**config.mk**
```make
export PLATFORM = sky130hd
export DESIGN_NAME = physics_frame_scheduler_flat
export DESIGN_NICKNAME = d
export VERILOG_FILES = /design/src/rtl/physics_frame_scheduler_if.sv /design/src/rtl/physics_frame_scheduler.sv /design/src/flat_wrapper.sv
export SDC_FILE = /design/constraint.sdc
export NUM_CORES = 1
export LEC_CHECK = 0
export ABC_AREA = 1
export BUFFER_PORTS_ARGS = -buffer_cell sky130_fd_sc_hd__buf_2
export CORE_MARGIN = 2
export CORE_UTILIZATION = 30
export DETAILED_ROUTE_END_ITERATION = 10
export PLACE_DENSITY = 0.57
export SLEW_MARGIN = 5
export SYNTH_ARGS = -nofsm -noshare
export SYNTH_HDL_FRONTEND = slang
export SYNTH_SLANG_ARGS = --single-unit
```
**constraint.sdc**
```tcl
create_clock -name clock_i -period 4.5 [get_ports clock_i]
set_input_delay 0.225 -clock clock_i [delete_from_list [all_inputs] [get_ports clock_i]]
set_output_delay 0.225 -clock clock_i [all_outputs]
set_load 0.02 [all_outputs]
```
**src/rtl/physics_frame_scheduler_if.sv**
```systemverilog
// Handshake bundle between the frame scheduler and the per-player physics units.
// The scheduler drives step_req and samples step_done and the unit positions.
interface physics_frame_scheduler_if #(
    parameter int unsigned NUM_PLAYERS = 2
);
    logic [NUM_PLAYERS-1:0]    step_req;
    logic [NUM_PLAYERS-1:0]    step_done;
    logic [32*NUM_PLAYERS-1:0] position_in;

    modport master (
        output step_req,
        input  step_done,
        input  position_in
    );

    modport slave (
        input  step_req,
        output step_done,
        output position_in
    );
endinterface

```
**src/rtl/physics_frame_scheduler.sv**
```systemverilog
// Per-frame sequencer for the player physics units.
// Each frame tick steps every unit once over a req/done handshake.
// Each result is captured into a shadow bank. All positions are then published in one edge.
// Optional feature macro: PHYS_SCHED_ROTATE_EN (rotate the first-served player every frame).
module physics_frame_scheduler #(
    parameter int unsigned NUM_PLAYERS = 2,
    parameter int unsigned TIMEOUT     = 1023
) (
    input  logic                        clock_i,
    input  logic                        reset_ni,
    input  logic                        frame_tick_i,
    input  logic                        freeze_all_i,
    physics_frame_scheduler_if.master   units,
    output logic [32*NUM_PLAYERS-1:0]   position_out_o,
    output logic                        frame_busy_o,
    output logic                        frame_done_o,
    output logic [7:0]                  overrun_count_o,
    output logic [NUM_PLAYERS-1:0]      timeout_flags_o
);

    localparam int unsigned IW = (NUM_PLAYERS > 1) ? $clog2(NUM_PLAYERS) : 1;
    localparam int unsigned CW = $clog2(TIMEOUT);

    typedef enum logic [2:0] {
        S_IDLE,
        S_ISSUE,
        S_WAIT,
        S_GAP,
        S_COMMIT
    } state_t;

    state_t                    state_q;
    logic [IW-1:0]             idx_q;
    logic [IW-1:0]             served_q;
    logic [CW-1:0]             cnt_q;
    logic [15:0]               frame_cnt_q;
    logic [NUM_PLAYERS-1:0]    step_req_q;
    logic [31:0]               shadow_q [NUM_PLAYERS];
    logic [32*NUM_PLAYERS-1:0] position_out_q;
    logic                      frame_done_q;
    logic [7:0]                overrun_q;
    logic [NUM_PLAYERS-1:0]    timeout_flags_q;

    logic [IW-1:0]             start_d;
    logic [IW-1:0]             idx_next_d;

    // First player served in a frame, and the wrap-around successor of the current player
    always_comb begin
`ifdef PHYS_SCHED_ROTATE_EN
        start_d = IW'(32'(frame_cnt_q) % 32'(NUM_PLAYERS));
`else
        start_d = '0;
`endif
        idx_next_d = (idx_q == IW'(NUM_PLAYERS - 1)) ? '0 : idx_q + 1'b1;
    end

    // Frame sequencing FSM.
    // The last player also takes its gap cycle, so every player costs exactly three cycles.
    always_ff @(posedge clock_i or negedge reset_ni) begin
        if (!reset_ni) begin
            state_q         <= S_IDLE;
            idx_q           <= '0;
            served_q        <= '0;
            cnt_q           <= '0;
            frame_cnt_q     <= '0;
            step_req_q      <= '0;
            position_out_q  <= '0;
            frame_done_q    <= 1'b0;
            timeout_flags_q <= '0;
            for (int unsigned i = 0; i < NUM_PLAYERS; i++) begin
                shadow_q[i] <= '0;
            end
        end else begin
            frame_done_q <= 1'b0;
            case (state_q)
                S_IDLE: begin
                    if (frame_tick_i) begin
                        if (freeze_all_i) begin
                            state_q <= S_COMMIT;
                        end else begin
                            idx_q    <= start_d;
                            served_q <= '0;
                            state_q  <= S_ISSUE;
                        end
                    end
                end
                S_ISSUE: begin
                    step_req_q        <= '0;
                    step_req_q[idx_q] <= 1'b1;
                    cnt_q             <= '0;
                    state_q           <= S_WAIT;
                end
                S_WAIT: begin
                    if (units.step_done[idx_q]) begin
                        shadow_q[idx_q] <= units.position_in[32*int'(idx_q) +: 32];
                        step_req_q      <= '0;
                        state_q         <= S_GAP;
                    end else if (cnt_q == CW'(TIMEOUT - 1)) begin
                        step_req_q             <= '0;
                        timeout_flags_q[idx_q] <= 1'b1;
                        state_q                <= S_GAP;
                    end else begin
                        cnt_q <= cnt_q + 1'b1;
                    end
                end
                S_GAP: begin
                    if (served_q == IW'(NUM_PLAYERS - 1)) begin
                        state_q <= S_COMMIT;
                    end else begin
                        idx_q    <= idx_next_d;
                        served_q <= served_q + 1'b1;
                        state_q  <= S_ISSUE;
                    end
                end
                S_COMMIT: begin
                    for (int unsigned i = 0; i < NUM_PLAYERS; i++) begin
                        position_out_q[32*i +: 32] <= shadow_q[i];
                    end
                    frame_done_q <= 1'b1;
                    frame_cnt_q  <= frame_cnt_q + 16'd1;
                    state_q      <= S_IDLE;
                end
                default: begin
                    step_req_q <= '0;
                    state_q    <= S_IDLE;
                end
            endcase
        end
    end

    // Saturating count of frame ticks that arrive while a frame is still in flight
    always_ff @(posedge clock_i or negedge reset_ni) begin
        if (!reset_ni) begin
            overrun_q <= '0;
        end else if (frame_tick_i && (state_q != S_IDLE) && (overrun_q != 8'hFF)) begin
            overrun_q <= overrun_q + 8'd1;
        end
    end

    assign units.step_req  = step_req_q;
    assign position_out_o  = position_out_q;
    assign frame_busy_o    = (state_q != S_IDLE);
    assign frame_done_o    = frame_done_q;
    assign overrun_count_o = overrun_q;
    assign timeout_flags_o = timeout_flags_q;

endmodule

```
**src/flat_wrapper.sv**
```systemverilog
// flat-port wrapper written by rule: the top's interface ports become plain ports
module physics_frame_scheduler_flat 
#(
    parameter int unsigned NUM_PLAYERS = 2,
    parameter int unsigned TIMEOUT     = 1023
)
  (clock_i, reset_ni, frame_tick_i, freeze_all_i, position_out_o, frame_busy_o, frame_done_o, overrun_count_o, timeout_flags_o, units_step_req, units_step_done, units_position_in);
  physics_frame_scheduler_if #(.NUM_PLAYERS(NUM_PLAYERS)) units_i ();
  input  logic clock_i;
  input  logic reset_ni;
  input  logic frame_tick_i;
  input  logic freeze_all_i;
  output logic [32*NUM_PLAYERS-1:0] position_out_o;
  output logic frame_busy_o;
  output logic frame_done_o;
  output logic [7:0] overrun_count_o;
  output logic [NUM_PLAYERS-1:0] timeout_flags_o;
  output wire logic [$bits(units_i.step_req)-1:0] units_step_req;
  input wire logic [$bits(units_i.step_done)-1:0] units_step_done;
  input wire logic [$bits(units_i.position_in)-1:0] units_position_in;
  assign units_step_req = units_i.step_req;
  assign units_i.step_done = units_step_done;
  assign units_i.position_in = units_position_in;
  physics_frame_scheduler #(.NUM_PLAYERS(NUM_PLAYERS), .TIMEOUT(TIMEOUT)) u_core (.clock_i(clock_i), .reset_ni(reset_ni), .frame_tick_i(frame_tick_i), .freeze_all_i(freeze_all_i), .units(units_i), .position_out_o(position_out_o), .frame_busy_o(frame_busy_o), .frame_done_o(frame_done_o), .overrun_count_o(overrun_count_o), .timeout_flags_o(timeout_flags_o));
endmodule
```
==> flow_summary.json <==
{
  "status": "finished clean",
  "rows": 54,
  "p_leak_nw": 4.279,
  "cts-root-buf": "clkbuf_16",
  "drv_slew": 0,
  "finalClockSkew_ns": 0.007363,
  "antenna_left": 0,
  "synth-seq-cells": 156,
  "finalCriticalPeriod_ns": 2.215,
  "syn_nets": 854,
  "antenna_found_initial": 0,
  "cts_sinks": 156,
  "fmax_ghz": 0.4514,
  "hold_path_class": "in -> reg",
  "seqPwrFrac": 0.393,
  "synth_cell_type_count": 28,
  "drt-met1-wl_um": 7533,
  "met3_length_um": 810,
  "fill_cells": 2299,
  "peakVddDrop_mv": 0.2559,
  "crit_arrival_ns": 2.51,
  "final_core_util": 0.3753,
  "die_y_um": 152.5,
  "clock_latency_ns": 0.42,
  "ctsHtreeMaxLevel": 4,
  "tritoncts": "built",
  "netlist_area_sq_um": 6619,
  "yosys-mux-area-fraction": 0,
  "worstSetupStartpointType": "flop",
  "setup_viol": 0,
  "final_common_cell": "nand2_1",
  "finalHoldViolations": 0,
  "cts_buffers": 17,
  "nNetsFinal": 993,
  "die_area_sq_um": 23270,
  "wl_per_cell_um": 12.70,
  "diodes": 0,
  "critPathRequiredTime_ns": 4.79,
  "holdWs_ns": 0.1155,
  "syn_inst": 781,
  "grt_use_total": 0.1413,
  "slew-limit-headroom": 0.4311,
  "numPortBuffers": 147,
  "cts_setup_buffers": 0,
  "grt_max_degree": 93,
  "ioPinCount": 148,
  "grt_pass1_wl_um": 26360,
  "cts_resized": 0,
  "synthAdderAreaFrac": 0.005671,
  "ys_seq_area_frac": 0.5898,
  "drtIter0Drc": 271,
  "combPwrFrac": 0.367,
  "synthSimpleGateAreaFrac": 0.2045,
  "crit_fanout": 37,
  "drive_above_1_share": 0.2058,
  "start_util": 0.3042,
  "cts_max_path_buffers": 2,
  "synth_warnings": 0,
  "endpoint_kind": "flop",
  "final.setup.tns_ns": 0,
  "top_layer": "met4",
  "dpl.hpwl_um": 10230,
  "tightest_slew_ns": 0.8533,
  "first_pass_iters": 4,
  "die_w_um": 152.5,
  "clkTransAtPathRegs_ns": 0.07,
  "sw_frac_of_total": 0.4066,
  "place_congestion": 0.7918,
  "critPathKind": "reg -> reg",
  "syn_area_per_cell_sq_um": 8.475,
  "grt_overflow": 0,
  "p_int_w": 0.003424,
  "power_switching_w": 0.002347,
  "area_growth_pct": 23.36,
  "drc": 0,
  "synth-compound-area-share": 0.1095,
  "wl_met2_um": 6823,
  "p_per_area_nw_per_um2": 706.8,
  "num_vias": 5283,
  "core_sq_um": 21760,
  "viasPerCell": 4.355,
  "layout_common_cells": "300 x nand2_1, 155 x dfrtp_1, 146 x buf_2",
  "maxCapViolCount": 0,
  "synth_top_family_by_area": "simple AND/OR/NAND/NOR gates",
  "finalCritPeriodShare": 0.4923,
  "clkPwrFrac": 0.240,
  "routed_wl_um": 15400,
  "hold_buffers": 1,
  "rsz0062_at_grt": "false",
  "first_global_vias": 5104,
  "yosys.area_share.xor_xnor": 0.01191
}
==> critical path: stages, from the launching register on <==
cell and delay (ns):
dfrtp_2 0.36, buf_4 0.40, nand2_1 0.18, nor2_4 0.58, buf_4 0.40, o21ai_0 0.14
==> metrics by stage <==
step	std cells	cell area, sq um	total power, W	setup slack, ns
6_report	1213	8165	0.005771	2.285
5_1_grt	1213	8165	0.006289	1.952
4_1_cts	1213	8165	0.005873	2.192
3_5_place_dp	1180	7589	0.004443	2.228
3_3_place_gp	1180	7589	0.004404	2.279
2_1_floorplan	781	6619	0.003720	2.953
==> layer usage <==
metal,vias to the layer above,global-route usage
met5,-,0
met4,0,0.05026
met3,16,0.03754
met2,109,0.2162
met1,2444,0.1944
li1,2714,-
==> registers in the layout (all words and copies together), names as in the netlist <==
name / flops
u_core.served_q: 1
u_core.cnt_q: 10
u_core.shadow_q: 64
u_core.frame_done_o: 1
u_core.timeout_flags_o: 2
u_core.overrun_count_o: 8
u_core.state_q: 3
u_core.position_out_o: 64
u_core.units.step_req: 2
u_core.idx_q: 1
==> logic make-up (layout without fill, tap and decap cells) <==
| logic type | count (synthesis) | after routing |
|---|---|---|
| simple gates | 344 | 344 |
| flops | 156 | 156 |
| compound gates | 143 | 143 |
| buf+inv | 126 | 278 |
| xor+xnor | 9 | 9 |
| fa+ha+maj | 3 | 3 |
==> cells in the mapped netlist (all sizes together) <==
library cell | count | area, sq um
nand2 | 301 | 1132
clkbuf | 18 | 71.31
o21ai | 139 | 695.7
o21bai | 2 | 15.01
ha | 3 | 37.54
nor3b | 1 | 7.510
clkinv | 1 | 3.750
dfrtp | 156 | 3904
o22ai | 1 | 6.260
nand3 | 17 | 85.08
nor2 | 20 | 87.58
buf | 17 | 107.6
nand4 | 2 | 12.51
xnor2 | 5 | 43.79
inv | 90 | 337.8
xor2 | 4 | 35.03
nor3 | 2 | 21.27
nand3b | 1 | 7.510
o211ai | 1 | 7.510
==> power by group through the flow <==
stage          logic [W]  registers (W)  clock network [W]
2_1_floorplan    0.00110        0.00262                  0
3_3_place_gp     0.00212        0.00228                  0
3_5_place_dp     0.00215        0.00229                  0
4_1_cts          0.00217        0.00227            0.00144
5_1_grt          0.00245        0.00234            0.00150
6_report         0.00212        0.00227            0.00139
==> cell type report <==
cell class                      instances  area, sq um  area share
Multi-Input combinational cell        499         2195      0.2688
Timing Repair Buffer                  155        804.5     0.09853
Tap cell                              280        350.3     0.04291
Sequential cell                       156         3905      0.4782
Clock inverter                         14        137.6     0.01686
Inverter                               91        344.1     0.04214
Clock buffer                           18        429.2     0.05256
==> worst paths after layout <==
check / start / endpoint / slack (ns) / cells after the start
min in group asynchronous: reset_ni / u_core.position_out_o[39] / 0.42 / 2
hold / removal: freeze_all_i / u_core.state_q[0] / 0.12 / 4
max in group asynchronous: reset_ni / u_core.cnt_q[1] / 3.02 / 3
setup reg to reg: u_core.idx_q / u_core.shadow_q[28] / 2.28 / 5
setup / recovery: u_core.idx_q / u_core.shadow_q[28] / 2.28 / 5
hold reg to reg: u_core.timeout_flags_o[0] / u_core.timeout_flags_o[0] / 0.46 / 2
No activity file was read; power rests on OpenSTA's default activity.
